## config.mk

```make
export PLATFORM = sky130hd
export DESIGN_NAME = uart_frame_controller
export DESIGN_NICKNAME = d
export VERILOG_FILES = /design/src/rtl/uart_ind_pkg.sv /design/src/rtl/gap_timer.sv /design/src/rtl/uart_frame_controller.sv
export SDC_FILE = /design/constraint.sdc
export NUM_CORES = 1
export LEC_CHECK = 0
export ABC_AREA = 1
export ABC_CLOCK_PERIOD_IN_PS = 6000
export CAP_MARGIN = 40
export CORE_UTILIZATION = 45
export CTS_CLUSTER_DIAMETER = 80
export DETAILED_ROUTE_END_ITERATION = 6
export REMOVE_ABC_BUFFERS = 1
export SLEW_MARGIN = 20
export SYNTH_ARGS = -nofsm -noshare
export SYNTH_HDL_FRONTEND = slang
export SYNTH_HIERARCHICAL = 1
export SYNTH_SLANG_ARGS = --single-unit
export TNS_END_PERCENT = 5
```

## constraint.sdc

```tcl
create_clock -name clock -period 6 [get_ports clock]
set_input_delay 1.2 -clock clock [delete_from_list [all_inputs] [get_ports clock]]
set_output_delay 1.2 -clock clock [all_outputs]
set_load 0.01 [all_outputs]
```

## src/rtl/uart_ind_pkg.sv

```systemverilog
// Shared constants for the UART indicator path: frame delimiter, parser state
// encoding and the default size of the digit register file.
package uart_ind_pkg;

  localparam logic [7:0] SOF_BYTE           = 8'hA5;
  localparam int         DEFAULT_NUM_DIGITS = 4;

  typedef enum logic [2:0] {
    IDLE     = 3'd0,
    GET_ADDR = 3'd1,
    GET_LEN  = 3'd2,
    PAYLOAD  = 3'd3,
    GET_CHK  = 3'd4
  } state_e;

endpackage

```

## src/rtl/gap_timer.sv

```systemverilog
// Inter-byte gap counter. The count is the number of cycles since the last
// byte: a clear together with enable restarts at 1, a clear alone parks at 0.
module gap_timer #(
  parameter int TIMEOUT_CLKS  = 10400,
  parameter int TIMEOUT_WIDTH = 14
) (
  input  logic clock,
  input  logic reset,
  input  logic clr_i,
  input  logic en_i,
  output logic tc_o
);

  localparam logic [TIMEOUT_WIDTH-1:0] TERM = TIMEOUT_WIDTH'(TIMEOUT_CLKS - 1);

  logic [TIMEOUT_WIDTH-1:0] cnt_q, cnt_d;

  always_comb begin
    cnt_d = clr_i ? '0 : cnt_q;
    if (en_i) cnt_d = cnt_d + TIMEOUT_WIDTH'(1);
  end

  always_ff @(posedge clock) begin
    if (reset) cnt_q <= '0;
    else       cnt_q <= cnt_d;
  end

  assign tc_o = (cnt_q == TERM);

endmodule

```

## src/rtl/uart_frame_controller.sv

```systemverilog
// Parses [SOF, ADDR, LEN, payload, CHK] frames from the UART byte stream and
// commits the staged payload atomically into the digit registers on a good checksum.
module uart_frame_controller
  import uart_ind_pkg::*;
#(
  parameter int NUM_DIGITS    = DEFAULT_NUM_DIGITS,
  parameter int ADDR_WIDTH    = 2,
  parameter int TIMEOUT_CLKS  = 10400,
  parameter int TIMEOUT_WIDTH = 14
) (
  input  logic                    clock,
  input  logic                    reset,
  input  logic [7:0]              rx_data,
  input  logic                    rx_valid,
  output logic [NUM_DIGITS*8-1:0] digits,
  output logic                    frame_ok,
  output logic                    frame_err,
  output logic                    busy
);

  localparam int         IW    = ADDR_WIDTH + 1;
  localparam logic [7:0] NUM_B = 8'(NUM_DIGITS);

  state_e                              state_q, state_d;
  logic [ADDR_WIDTH-1:0]               addr_q, addr_d;
  logic [IW-1:0]                       len_q, len_d;
  logic [IW-1:0]                       idx_q, idx_d;
  logic [7:0]                          xor_acc_q, xor_acc_d;
  logic [NUM_DIGITS-1:0][7:0]          pay_q, pay_d;
  logic [NUM_DIGITS-1:0][7:0]          digits_q, digits_d;
  logic                                frame_ok_q, frame_ok_d;
  logic                                frame_err_q, frame_err_d;

  logic addr_ok, len_ok, last_payload, chk_ok;
  logic gap_clr, gap_en, gap_tc, timeout;

  assign addr_ok      = (rx_data < NUM_B);
  assign len_ok       = (rx_data != 8'd0) && (rx_data <= NUM_B);
  assign last_payload = (idx_q == len_q - IW'(1));
  assign chk_ok       = (rx_data == xor_acc_q);

  // A byte in the same cycle as the terminal count takes priority over the timeout.
  assign timeout = gap_tc && (state_q != IDLE) && !rx_valid;
  assign gap_clr = rx_valid || (state_d == IDLE);
  assign gap_en  = (state_d != IDLE);

  gap_timer #(
    .TIMEOUT_CLKS (TIMEOUT_CLKS),
    .TIMEOUT_WIDTH(TIMEOUT_WIDTH)
  ) u_gap (
    .clock(clock),
    .reset(reset),
    .clr_i(gap_clr),
    .en_i (gap_en),
    .tc_o (gap_tc)
  );

  always_ff @(posedge clock) begin
    if (reset) state_q <= IDLE;
    else       state_q <= state_d;
  end

  always_comb begin
    state_d = state_q;
    if (rx_valid) begin
      case (state_q)
        IDLE:     if (rx_data == SOF_BYTE) state_d = GET_ADDR;
        GET_ADDR: state_d = addr_ok ? GET_LEN : IDLE;
        GET_LEN:  state_d = len_ok ? PAYLOAD : IDLE;
        PAYLOAD:  if (last_payload) state_d = GET_CHK;
        GET_CHK:  state_d = IDLE;
        default:  state_d = IDLE;
      endcase
    end else if (timeout) begin
      state_d = IDLE;
    end
  end

  always_comb begin
    addr_d      = addr_q;
    len_d       = len_q;
    idx_d       = idx_q;
    xor_acc_d   = xor_acc_q;
    pay_d       = pay_q;
    digits_d    = digits_q;
    frame_ok_d  = 1'b0;
    frame_err_d = 1'b0;
    if (rx_valid) begin
      case (state_q)
        GET_ADDR: begin
          if (addr_ok) begin
            addr_d    = rx_data[ADDR_WIDTH-1:0];
            xor_acc_d = rx_data;
          end else begin
            frame_err_d = 1'b1;
          end
        end
        GET_LEN: begin
          if (len_ok) begin
            len_d     = rx_data[IW-1:0];
            xor_acc_d = xor_acc_q ^ rx_data;
            idx_d     = '0;
          end else begin
            frame_err_d = 1'b1;
          end
        end
        PAYLOAD: begin
          pay_d[idx_q[ADDR_WIDTH-1:0]] = rx_data;
          xor_acc_d                    = xor_acc_q ^ rx_data;
          idx_d                        = idx_q + IW'(1);
        end
        GET_CHK: begin
          if (chk_ok) begin
            frame_ok_d = 1'b1;
            // Target slot wraps around the register file.
            for (int i = 0; i < NUM_DIGITS; i++) begin
              if (IW'(i) < len_q) digits_d[ADDR_WIDTH'(addr_q + ADDR_WIDTH'(i))] = pay_q[i];
            end
          end else begin
            frame_err_d = 1'b1;
          end
        end
        default: ;
      endcase
    end else if (timeout) begin
      frame_err_d = 1'b1;
    end
  end

  always_ff @(posedge clock) begin
    if (reset) begin
      digits_q    <= '0;
      frame_ok_q  <= 1'b0;
      frame_err_q <= 1'b0;
      xor_acc_q   <= 8'd0;
    end else begin
      digits_q    <= digits_d;
      frame_ok_q  <= frame_ok_d;
      frame_err_q <= frame_err_d;
      xor_acc_q   <= xor_acc_d;
      addr_q      <= addr_d;
      len_q       <= len_d;
      idx_q       <= idx_d;
      pay_q       <= pay_d;
    end
  end

  assign digits    = digits_q;
  assign frame_ok  = frame_ok_q;
  assign frame_err = frame_err_q;
  assign busy      = (state_q != IDLE);

endmodule

```

**Word level (Yosys, flattened, before mapping)**

Cells that the tools add are included.

- Register bits after elaboration: 99
- Bits of input ports: 11
- Output and inout port bits: 35
- Logic and storage cells: 125

- Add/sub/neg operators: 6
- $lt $le $gt $ge: 16
- Equal/unequal tests: 10
- Mux-type cells: 49
- Bitwise operators: 4
- Reduce and logical (&&, ||, !) cells: 24

Operators with widths:

| cell | count |
|---|---|
| two-way mux 32 bit | 13 |
| bitwise mux 32 bit | 5 |
| demux 8 bit (select 2 bit) | 5 |
| two-way mux 8 bit | 7 |
| two-way mux 14 bit | 2 |
| case mux 8 bit (3 select lines) | 1 |
| AND reduction 4 bit | 4 |
| less-than comparator 2 x 3 -> 1 bit, second input constant | 5 |
| two-way mux 3 bit | 5 |
| adder 14 x 1 -> 14 bit, second input constant | 1 |
| == test 14 bit, second input constant | 1 |
| case mux 3 bit (4 select lines) | 1 |
| greater-or-equal comparator 2 x 1 -> 1 bit, second input constant | 5 |
| nonzero test 3 bit | 3 |
| == test 8 bit | 1 |
| == test 8 bit, second input constant | 1 |
| less-or-equal comparator 8 x 3 -> 1 bit, second input constant | 1 |
| logical AND 1 bit | 8 |
| less-than comparator 8 x 3 -> 1 bit, second input constant | 1 |
| nonzero test 8 bit | 1 |
| XOR 8 bit | 1 |
| == test 3 x 2 -> 1 bit, second input constant | 2 |
| logical NOT 3 bit | 2 |
| less-than comparator 1 x 3 -> 1 bit, first input constant | 2 |
| 19 further kinds | 31 |

**Depth between registers and ports, before layout**

Gate-level depths: netlist of the first run.

- Word-level depth: 21
- Gate-level depth with buffers: 24
- Gate-level depth less buffers: 23

**By module**

The synthesis of the first run kept the hierarchy.

Modules (own cells, without submodules):

| module | instances | cells each | area an instance (um^2) | seq. area each (um^2) |
|---|---|---|---|---|
| uart_frame_controller | 1 | 696 | 4983.5 | 2102.0 |
| gap_timer | 1 | 118 | 845.8 | 280.3 |

**Worst setup path before layout of the first run**

No wires, ideal clock.

- Path type: in2reg
- Start point: input rx_data[4]
- End point: register u_gap.cnt_q[8]
- Library setup time: 0.119 ns
- Arrival: 2.932 ns
- Data required time: 5.881 ns
- Setup slack: 2.948 ns
- Stages: 18
- Path buffers: 1
- Path through: inv_1 nand2_1 nor2_1 nand3_1 nand3_1 nand2_1 nand2_1 o21bai_1 buf_6 inv_8 nand2_4 inv_1 ha_1 nand3_1 nor2_2 nand3_2 o21ai_0 a21oi_1

- Longest elaborated chain between the ends: 10
- Elaborated cells on any way between the ends: 16
- Classes of those cells: add/sub: 1; order compare: 2; eq/ne: 1; mux: 7; reduce/logical: 5

RTL lines:

| what | line | RTL |
|---|---|---|
| start, declared | uart_frame_controller.sv:13 | `input logic [7:0] rx_data,` |
| less-or-equal comparator 8 x 3 -> 1 bit or nonzero test 8 bit (tied branches) | uart_frame_controller.sv:38 | `assign len_ok = (rx_data != 8'd0) && (rx_data <= NUM_B);` |
| logical AND 1 bit | uart_frame_controller.sv:38 |  |
| two-way mux 2 bit | uart_frame_controller.sv:69 | `GET_LEN: state_d = len_ok ? PAYLOAD : IDLE;` |
| case mux 3 bit (4 select lines) * | uart_frame_controller.sv:66 | `case (state_q)` |
| two-way mux 3 bit * | uart_frame_controller.sv:65 | `if (rx_valid) begin` |
| logical NOT 3 bit * | uart_frame_controller.sv:44 | `assign gap_clr = rx_valid \|\| (state_d == IDLE);` |
| logical OR 1 bit * | uart_frame_controller.sv:44 |  |
| named net gap_clr | uart_frame_controller.sv:35 | `logic gap_clr, gap_en, gap_tc, timeout;` |
| two-way mux 14 bit * | gap_timer.sv:19 | `cnt_d = clr_i ? '0 : cnt_q;` |
| adder 14 x 1 -> 14 bit | gap_timer.sv:20 | `if (en_i) cnt_d = cnt_d + TIMEOUT_WIDTH'(1);` |
| two-way mux 14 bit * | gap_timer.sv:20 |  |
| end signal, assigned | gap_timer.sv:25 | `else cnt_q <= cnt_d;` |
| end, declared | gap_timer.sv:16 | `logic [TIMEOUT_WIDTH-1:0] cnt_q, cnt_d;` |

Mark *: on every way through the listed nets, which the timed path passes. The rest lies on a longest branch.
A chain may end at the register's enable or synchronous reset.

**Worst setup path in the final report of the first run**

- Start point: input rx_data[1]
- End point: register u_gap.cnt_q[8]

The elaborated chain is that of the path after synthesis.

==> report_table.html, run 1 <==
<table>
<tr><th>Metric</th><th>Value</th></tr>
<tr><th colspan="2">Layout</th></tr>
<tr><td>Share of cells above drive strength 1</td><td>0.0717</td></tr>
<tr><td>Most frequent standard cell in the layout excluding fill and tap cells</td><td>nand2_1</td></tr>
<tr><td>Most frequent cells in the layout</td><td>176 x nand2_1, 133 x nor2_1, 91 x inv_1, 67 x o21ai_0, 59 x dfxtp_1</td></tr>
<tr><td>Final #Nets</td><td>863</td></tr>
<tr><td>Antenna cell count</td><td>0</td></tr>
<tr><td>Layout area overhead</td><td>14.1%</td></tr>
<tr><th colspan="2">Clocking</th></tr>
<tr><td>Clock sink count</td><td>99</td></tr>
<tr><td># resized after CTS</td><td>0</td></tr>
<tr><td>Number of buffers created by CTS</td><td>9</td></tr>
<tr><td>Clock tree root driver cell</td><td>clkbuf_16</td></tr>
<tr><td># H-tree levels</td><td>3</td></tr>
<tr><td>Maximum number of buffers from clock root to sink</td><td>2</td></tr>
<tr><td>Clock tree from TritonCTS</td><td>built</td></tr>
<tr><td>Number of buffers added to fix hold violations after cts</td><td>0</td></tr>
<tr><td>Clock transition at path regs</td><td>0.07 ns</td></tr>
<tr><td>Latest clock arrival within the worst-skew pair</td><td>0.34 ns</td></tr>
<tr><td>Post-CTS setup buffers</td><td>0</td></tr>
<tr><th colspan="2">Drt</th></tr>
<tr><td>Drt wl/cell</td><td>14.6 um</td></tr>
<tr><td>First-pass iteration count of the detailed router</td><td>7</td></tr>
<tr><td>Vias after detailed routing</td><td>5336</td></tr>
<tr><td>Wire length after detailed routing</td><td>14900 um</td></tr>
<tr><td>Routed via count divided by cell count</td><td>5.22</td></tr>
<tr><td>Remaining routing DRC violations</td><td>0</td></tr>
<tr><td>Post-route ant nets</td><td>0</td></tr>
<tr><td>Drt first-iter violations</td><td>466</td></tr>
<tr><th colspan="2">Placement</th></tr>
<tr><td>HPWL after detailed placement</td><td>10700 um</td></tr>
<tr><td>Input/output buffers</td><td>45</td></tr>
<tr><td>Gpl congestion</td><td>0.867</td></tr>
<tr><th colspan="2">Worst setup path</th></tr>
<tr><td>Start-to-end type of the worst setup path</td><td>primary input to flop</td></tr>
<tr><td>Delay of the slowest cell on the worst path</td><td>0.62 ns</td></tr>
<tr><td>Series of cell instances along the critical path</td><td>clkdlybuf4s50_1 &gt; nor2_1 &gt; xor2_1 &gt; nand3_1 &gt; nand3_1 &gt; nand2_1 &gt; nand3_1 &gt; o21bai_1 &gt; clkbuf_4 &gt; inv_8 &gt; nand2_4 &gt; inv_1 &gt; ha_1 &gt; nand3_1 &gt; nor2_2 &gt; nand3_2 &gt; o21ai_0 &gt; a21oi_1</td></tr>
<tr><td>Cell type with the highest occurrence count on the critical path</td><td>nand3_1</td></tr>
<tr><td>Number of cells traversed by the worst register-to-register path</td><td>22</td></tr>
<tr><td>Endpoint class of the critical path</td><td>flop</td></tr>
<tr><td>Crit-path slowest cell</td><td>clkdlybuf4s50_1</td></tr>
<tr><td>CP required</td><td>6.24 ns</td></tr>
<tr><td>Critical Path Source</td><td>rx_data[1]</td></tr>
<tr><td>Worst Path Max Fanout</td><td>10</td></tr>
<tr><td>Reg-to-Reg End</td><td>u_gap/cnt_q[8]</td></tr>
<tr><td>Launch point of the worst reg-to-reg path</td><td>len_q[0]</td></tr>
<tr><td>Flop-to-flop setup slack</td><td>2.99 ns</td></tr>
<tr><td>CP startpoint kind</td><td>primary input</td></tr>
<tr><td>Critical path arrival</td><td>4.04 ns</td></tr>
<tr><th colspan="2">Timing</th></tr>
<tr><td>Headroom to the max-slew limit</td><td>0.450</td></tr>
<tr><td>Maximum clock frequency</td><td>263 MHz</td></tr>
<tr><td>Number of pins with negative max-slew slack in the final report</td><td>0</td></tr>
<tr><td>Setup Viol. Count Final</td><td>0</td></tr>
<tr><td>Transition time at the pin with the least slew margin</td><td>0.823 ns</td></tr>
<tr><td>Total negative slack for setup checks</td><td>0 ns</td></tr>
<tr><td>Post-layout minimum cycle time</td><td>3.80 ns</td></tr>
<tr><td>Unrepaired setup endpoints after global routing</td><td>false</td></tr>
<tr><td>Skew final</td><td>0.00800 ns</td></tr>
<tr><td>Period utilization</td><td>0.633</td></tr>
<tr><td>Final hold slack</td><td>0.462 ns</td></tr>
<tr><td>Endpoints failing hold</td><td>0</td></tr>
<tr><th colspan="2">Synth</th></tr>
<tr><td>Cells after synthesis</td><td>814</td></tr>
<tr><td>Area share of fa/ha/maj cells after synthesis</td><td>0.0129</td></tr>
<tr><td>Count of different cell masters after synthesis</td><td>35</td></tr>
<tr><td>Area share of xor/xnor cells in the synthesized design</td><td>0.0150</td></tr>
<tr><td>Avg Cell Area, Syn</td><td>7.16 um2</td></tr>
<tr><td>Dominant combinational cell family by area after synthesis</td><td>simple AND/OR/NAND/NOR gates</td></tr>
<tr><td>Compound-cell area share of the yosys netlist</td><td>0.181</td></tr>
<tr><td>Register bit total from synthesis</td><td>99</td></tr>
<tr><td>Synth Warn #</td><td>6</td></tr>
<tr><td>Simple logic cell fraction of the synthesized area</td><td>0.288</td></tr>
<tr><td>Syn Std Cell Area</td><td>5830 um2</td></tr>
<tr><td>Cell types occupying the most area after synthesis</td><td>edfxtp_1 21%, dfxtp_1 20%, nand2_1 11%</td></tr>
<tr><td>Mux contribution to synthesized area</td><td>0</td></tr>
<tr><td>Fraction of post-synthesis cell area in the top cell type by area</td><td>0.206</td></tr>
<tr><td>Largest area contributor in the synthesized netlist</td><td>edfxtp_1</td></tr>
<tr><td>Share of the yosys chip area belonging to registers</td><td>0.409</td></tr>
<tr><th colspan="2">Floorplanning</th></tr>
<tr><td>I/O pins</td><td>46</td></tr>
<tr><td>Die area</td><td>13400 um2</td></tr>
<tr><td>Starting Density</td><td>0.462</td></tr>
<tr><td>Die width</td><td>116 um</td></tr>
<tr><td>Die extent in y</td><td>116 um</td></tr>
<tr><td>Floorplan row count</td><td>41</td></tr>
<tr><td>Core box area</td><td>12600 um2</td></tr>
<tr><th colspan="2">Flow run</th></tr>
<tr><td>Maxcap violations</td><td>0</td></tr>
<tr><th colspan="2">Global route</th></tr>
<tr><td>Initial antenna violation count</td><td>0</td></tr>
<tr><td>GRT Residual Overflow</td><td>0</td></tr>
<tr><td>Largest net degree at the start of global routing</td><td>66</td></tr>
<tr><td>Via count of the first global-routing pass</td><td>4803</td></tr>
<tr><td>Global-route usage over all layers</td><td>0.231</td></tr>
<tr><td>First-pass GRT wire length</td><td>24200 um</td></tr>
<tr><th colspan="2">Run status</th></tr>
<tr><td>Result of the run</td><td>completed</td></tr>
<tr><th colspan="2">Pwr</th></tr>
<tr><td>Leak</td><td>2.62 nW</td></tr>
<tr><td>Net switching share of the total power</td><td>0.218</td></tr>
<tr><td>Pint</td><td>1.04 mW</td></tr>
<tr><td>Sw power</td><td>0.289 mW</td></tr>
<tr><td>Clock share of power</td><td>0.445</td></tr>
<tr><td>P per Cell Area</td><td>199 nW/um2</td></tr>
<tr><td>VDD IR max</td><td>0.149 mV</td></tr>
<tr><td>Part of the power in registers</td><td>0.527</td></tr>
<tr><td>Comb pwr share</td><td>0.028</td></tr>
<tr><th colspan="2">Min path</th></tr>
<tr><td>Number of stages on the worst hold path</td><td>2</td></tr>
<tr><td>Sink of the worst hold path</td><td>xor_acc_q[6]</td></tr>
<tr><td>Hold Crit Start</td><td>xor_acc_q[6]</td></tr>
<tr><td>Kind of path behind the tightest hold check</td><td>flop to flop</td></tr>
</table>
worst max path at each step:
stage	end	cells past startpoint	slack, ns
finish	u_gap/cnt_q[8]	18	2.20
global route	u_gap/cnt_q[10]	19	1.87
CTS	u_gap/cnt_q[12]	18	1.94
detailed placement	u_gap/cnt_q[12]	18	1.61
global placement	u_gap/cnt_q[12]	19	1.74
floorplan	u_gap/cnt_q[12]	17	2.74
critical path: cells and delay by family:
family	cells	cell delay [ns]
compound gates	3	0.30
xor+xnor	1	0.21
buf+inv	4	0.99
simple gates	9	1.12
fa+ha+maj	1	0.20
cells by family after synthesis:
family                   Yosys count
AND/OR/NAND/NOR                  377
AO/OA/AOI/OAI                    195
buffers and inverters            127
flip-flops                        99
XOR/XNOR                          10
adder cells (fa/ha/maj)            6
through the flow:
stage,cell area [um2],setup WS (ns),std cells,power [mW],util
global route,6650,1.87,1023,1.37,0.527
finish,6650,2.20,1023,1.33,0.527
floorplan,5670,2.74,787,0.728,-
detailed placement,6350,1.61,1006,0.751,0.503
global placement,6350,1.74,1006,0.750,0.503
CTS,6650,1.94,1022,1.34,0.527
state kept, by name, summed over array words and instances, names as in the netlist:
register     count
len_q            3
xor_acc_q        8
idx_q            3
frame_ok         1
addr_q           2
pay_q           32
frame_err        1
u_gap/cnt_q     14
state_q          3
digits          32
power groups by stage:
| stage | clock (mW) | sequential (mW) | combinational (mW) |
|---|---|---|---|
| 4_1_cts | 0.601 | 0.698 | 0.0373 |
| 3_3_place_gp | 0 | 0.714 | 0.0359 |
| 5_1_grt | 0.628 | 0.698 | 0.0408 |
| 3_5_place_dp | 0 | 0.714 | 0.0372 |
| 2_1_floorplan | 0 | 0.714 | 0.0137 |
| 6_report | 0.590 | 0.698 | 0.0372 |
cell usage after synthesis:
library cell,count
edfxtp_1,40
nand2b_1,1
inv_8,1
nor2_8,2
nand2_1,176
buf_2,13
o211ai_1,8
nand2_4,7
xnor2_1,6
nand2_2,9
nor2_2,3
xor2_1,4
dfxtp_1,59
a211oi_1,1
a21boi_0,1
inv_1,91
o21ai_0,67
nand4_1,6
nand3_4,2
o21ai_1,41
a21oi_2,1
nor2_4,5
inv_2,5
o21bai_1,18
nand3_2,3
a22oi_1,1
ha_1,6
a21oi_1,57
nor2_1,133
nand3_1,16
inv_4,3
nor3_1,12
clkbuf_1,8
nor3_2,2
buf_6,6
routing by layer:
| layer | vias up | GRT usage | routed length (um) |
|---|---|---|---|
| li1 | 2701 | - | - |
| met1 | 2457 | 0.316 | 7130 |
| met2 | 162 | 0.371 | 6850 |
| met3 | 16 | 0.0397 | 782 |
| met4 | 0 | 0.0744 | 176 |
| met5 | - | 0 | 0 |
final cells by class:
class	count	area [um2]
inverters	100	390
fillers	1281	5970
flip-flops and latches	99	2380
well taps	172	215
clock buffers	11	233
multi-input cells	588	2900
repair buffers	48	473
clock inverters	5	60.1
Note: power is estimated with default switching activity, not from simulation.
==> run 2, diff against run 1 <==
- ABC_CLOCK_PERIOD_IN_PS: 6000 -> 3400
- PLACE_DENSITY: not set -> 0.67
- clock period: 6 -> 3.4 ns (I/O delays scaled with it)
==> run 2 against run 1 <==
Against the previous run: die area is the same; critical path depth grew 1; routed wire length grew 1.9%; non-clock buffer count grew 16; sequential share of layout area shrank 0.66 points; cell count grew 1.6%; count of clock-buffer cells in the layout shrank 1; final area grew 1.9%; clock power grew 71%; critical path type unchanged.
==> report_table.html, run 2 (synthesized netlist as in run 1, its figures left out) <==
<table>
<tr><th>Metric</th><th>Value</th></tr>
<tr><th colspan="2">Worst setup path</th></tr>
<tr><td>Flop-to-flop setup slack</td><td>0.48 ns (-2.51 ns)</td></tr>
<tr><td>Series of cell instances along the critical path</td><td>clkdlybuf4s50_1 &gt; inv_1 &gt; nand3_1 &gt; nor2_1 &gt; nand3_1 &gt; nand3_1 &gt; nand2_1 &gt; nand3_1 &gt; o21bai_1 &gt; inv_8 &gt; nand2_4 &gt; inv_1 &gt; ha_1 &gt; nand3_1 &gt; nor2_2 &gt; nand3_2 &gt; o21ai_1 &gt; inv_1 &gt; nor2_1</td></tr>
<tr><td>Start-to-end type of the worst setup path</td><td>primary input to flop</td></tr>
<tr><td>CP required</td><td>3.70 ns (-2.54 ns)</td></tr>
<tr><td>Delay of the slowest cell on the worst path</td><td>0.48 ns (-0.14 ns)</td></tr>
<tr><td>Endpoint class of the critical path</td><td>flop</td></tr>
<tr><td>CP startpoint kind</td><td>primary input</td></tr>
<tr><td>Crit-path slowest cell</td><td>clkdlybuf4s50_1</td></tr>
<tr><td>Worst Path Max Fanout</td><td>4 (-6)</td></tr>
<tr><td>Critical path arrival</td><td>3.23 ns (-0.81 ns)</td></tr>
<tr><td>Cell type with the highest occurrence count on the critical path</td><td>nand3_1</td></tr>
<tr><th colspan="2">Layout</th></tr>
<tr><td>Final #Nets</td><td>879 (+1.9%)</td></tr>
<tr><td>Share of cells above drive strength 1</td><td>0.0888 (+0.0171)</td></tr>
<tr><td>Antenna cell count</td><td>0 (unchanged)</td></tr>
<tr><td>Most frequent standard cell in the layout excluding fill and tap cells</td><td>nand2_1</td></tr>
<tr><td>Layout area overhead</td><td>16.3%</td></tr>
<tr><td>Filler instances</td><td>1259 (-1.7%)</td></tr>
<tr><td>Most frequent cells in the layout</td><td>176 x nand2_1, 133 x nor2_1, 91 x inv_1, 67 x o21ai_0, 59 x dfxtp_1</td></tr>
<tr><th colspan="2">Clocking</th></tr>
<tr><td>Number of buffers added to fix hold violations after cts</td><td>0 (unchanged)</td></tr>
<tr><td>Clock tree root driver cell</td><td>clkbuf_16</td></tr>
<tr><td>Post-CTS setup buffers</td><td>0 (unchanged)</td></tr>
<tr><td>Clock transition at path regs</td><td>0.07 ns (about the same)</td></tr>
<tr><td>Clock sink count</td><td>99 (unchanged)</td></tr>
<tr><td># H-tree levels</td><td>3 (unchanged)</td></tr>
<tr><td>Maximum number of buffers from clock root to sink</td><td>2 (unchanged)</td></tr>
<tr><td>Clock tree from TritonCTS</td><td>built</td></tr>
<tr><td>Number of buffers created by CTS</td><td>9 (unchanged)</td></tr>
<tr><td>Latest clock arrival within the worst-skew pair</td><td>0.35 ns (about the same)</td></tr>
<tr><td># resized after CTS</td><td>0 (unchanged)</td></tr>
<tr><th colspan="2">Global route</th></tr>
<tr><td>Initial antenna violation count</td><td>0 (unchanged)</td></tr>
<tr><td>GRT Residual Overflow</td><td>0 (unchanged)</td></tr>
<tr><td>Via count of the first global-routing pass</td><td>5098 (+6.1%)</td></tr>
<tr><td>Global-route usage over all layers</td><td>0.243 (+0.0116)</td></tr>
<tr><td>First-pass GRT wire length</td><td>24900 um (+3.0%)</td></tr>
<tr><td>Largest net degree at the start of global routing</td><td>66 (unchanged)</td></tr>
<tr><th colspan="2">Pwr</th></tr>
<tr><td>Leak</td><td>2.71 nW (+3.3%)</td></tr>
<tr><td>VDD IR max</td><td>0.223 mV (+50%)</td></tr>
<tr><td>P per Cell Area</td><td>343 nW/um2 (+72%)</td></tr>
<tr><td>Overall power of the completed layout</td><td>2.32 mW (+75%)</td></tr>
<tr><th colspan="2">Placement</th></tr>
<tr><td>Gpl congestion</td><td>0.902 (+4.1%)</td></tr>
<tr><td>HPWL after detailed placement</td><td>11000 um (+2.4%)</td></tr>
<tr><td>Input/output buffers</td><td>45 (unchanged)</td></tr>
<tr><th colspan="2">Timing</th></tr>
<tr><td>Skew final</td><td>0.00688 ns (-0.00112 ns)</td></tr>
<tr><td>Unrepaired setup endpoints after global routing</td><td>false</td></tr>
<tr><td>Post-layout minimum cycle time</td><td>2.94 ns</td></tr>
<tr><td>Transition time at the pin with the least slew margin</td><td>0.642 ns (-0.180 ns)</td></tr>
<tr><td>Number of pins with negative max-slew slack in the final report</td><td>0 (unchanged)</td></tr>
<tr><td>Maximum clock frequency</td><td>340 MHz</td></tr>
<tr><td>Total negative slack for setup checks</td><td>0 ns (unchanged)</td></tr>
<tr><td>Setup Viol. Count Final</td><td>0 (unchanged)</td></tr>
<tr><td>Headroom to the max-slew limit</td><td>0.571 (+0.121)</td></tr>
<tr><td>Endpoints failing hold</td><td>0 (unchanged)</td></tr>
<tr><td>Period utilization</td><td>0.865</td></tr>
<tr><td>Final hold slack</td><td>0.460 ns (-0.00165 ns)</td></tr>
<tr><th colspan="2">Floorplanning</th></tr>
<tr><td>Floorplan row count</td><td>41 (unchanged)</td></tr>
<tr><td>Die extent in y</td><td>116 um (unchanged)</td></tr>
<tr><td>I/O pins</td><td>46 (unchanged)</td></tr>
<tr><td>Core box area</td><td>12600 um2 (unchanged)</td></tr>
<tr><td>Die area</td><td>13400 um2 (unchanged)</td></tr>
<tr><td>Die width</td><td>116 um (unchanged)</td></tr>
<tr><td>Starting Density</td><td>0.462 (unchanged)</td></tr>
<tr><th colspan="2">Min path</th></tr>
<tr><td>Kind of path behind the tightest hold check</td><td>flop to flop</td></tr>
<tr><th colspan="2">Flow run</th></tr>
<tr><td>Maxcap violations</td><td>0 (unchanged)</td></tr>
<tr><th colspan="2">Drt</th></tr>
<tr><td>Remaining routing DRC violations</td><td>0 (unchanged)</td></tr>
<tr><td>Routed via count divided by cell count</td><td>5.20 (-0.30%)</td></tr>
<tr><td>Drt wl/cell</td><td>14.7 um (+0.33%)</td></tr>
<tr><td>Post-route ant nets</td><td>0 (unchanged)</td></tr>
<tr><td>Drt first-iter violations</td><td>392 (-16%)</td></tr>
<tr><td>Wire length after detailed routing</td><td>15200 um (+1.9%)</td></tr>
<tr><td>First-pass iteration count of the detailed router</td><td>5 (-2)</td></tr>
<tr><td>Vias after detailed routing</td><td>5403 (+1.3%)</td></tr>
<tr><th colspan="2">Run status</th></tr>
<tr><td>Result of the run</td><td>completed</td></tr>
</table>
==> run 2: worst max-delay path, delay by kind of cell <==
kind | cells | cell delay, ns
adder cells (fa/ha/maj) | 1 | 0.18
AND/OR/NAND/NOR | 11 | 1.29
buffers and inverters | 5 | 0.77
AO/OA/AOI/OAI | 2 | 0.29
==> run 2: stage by stage <==
step / cell area (um2) / setup slack, ns / instances / utilization
after detailed placement: 6490 / 0.107 / 1023 / 0.514
after global placement: 6490 / 0.135 / 1023 / 0.514
after global routing: 6780 / 0.118 / 1039 / 0.537
after floorplan: 5670 / 0.540 / 787 / -
final: 6780 / 0.460 / 1039 / 0.537
after CTS: 6780 / 0.462 / 1039 / 0.537
==> run 2: metal layers <==
layer	track usage	part of all wire	up-vias
li1	-	-	2730
met1	0.295	0.43	2486
met2	0.421	0.50	167
met3	0.0413	0.050	20
met4	0.107	0.014	0
met5	0	0	-
==> run 2: power by group <==
group | leakage, nW | switching (mW) | internal [mW]
clock | 0.140 | 0.450 | 0.565
sequential | 0.839 | 0.000259 | 1.23
combinational | 1.73 | 0.0452 | 0.0301
==> run 2: cell type report <==
type,count,area (um2),share of cell area
Clock buffer,10,229,0.0338
Multi-Input combinational cell,588,2900,0.428
Inverter,100,390,0.0576
Clock inverter,6,56.3,0.00831
Sequential cell,99,2380,0.351
Tap cell,172,215,0.0318
Timing Repair Buffer,64,606,0.0893
==> run 2: worst paths after layout <==
kind	from	endpoint	cells after the start
setup / recovery	rx_data[7]	u_gap/cnt_q[10]	19
hold / removal	xor_acc_q[3]	xor_acc_q[3]	2
setup reg to reg	len_q[0]	u_gap/cnt_q[12]	21
hold reg to reg	xor_acc_q[3]	xor_acc_q[3]	2
==> run 3, diff against run 2 <==
- SLEW_MARGIN: 20 -> 5
==> results of run 3 <==
The final DEF is identical to that of run 2; final timing and power are the same.
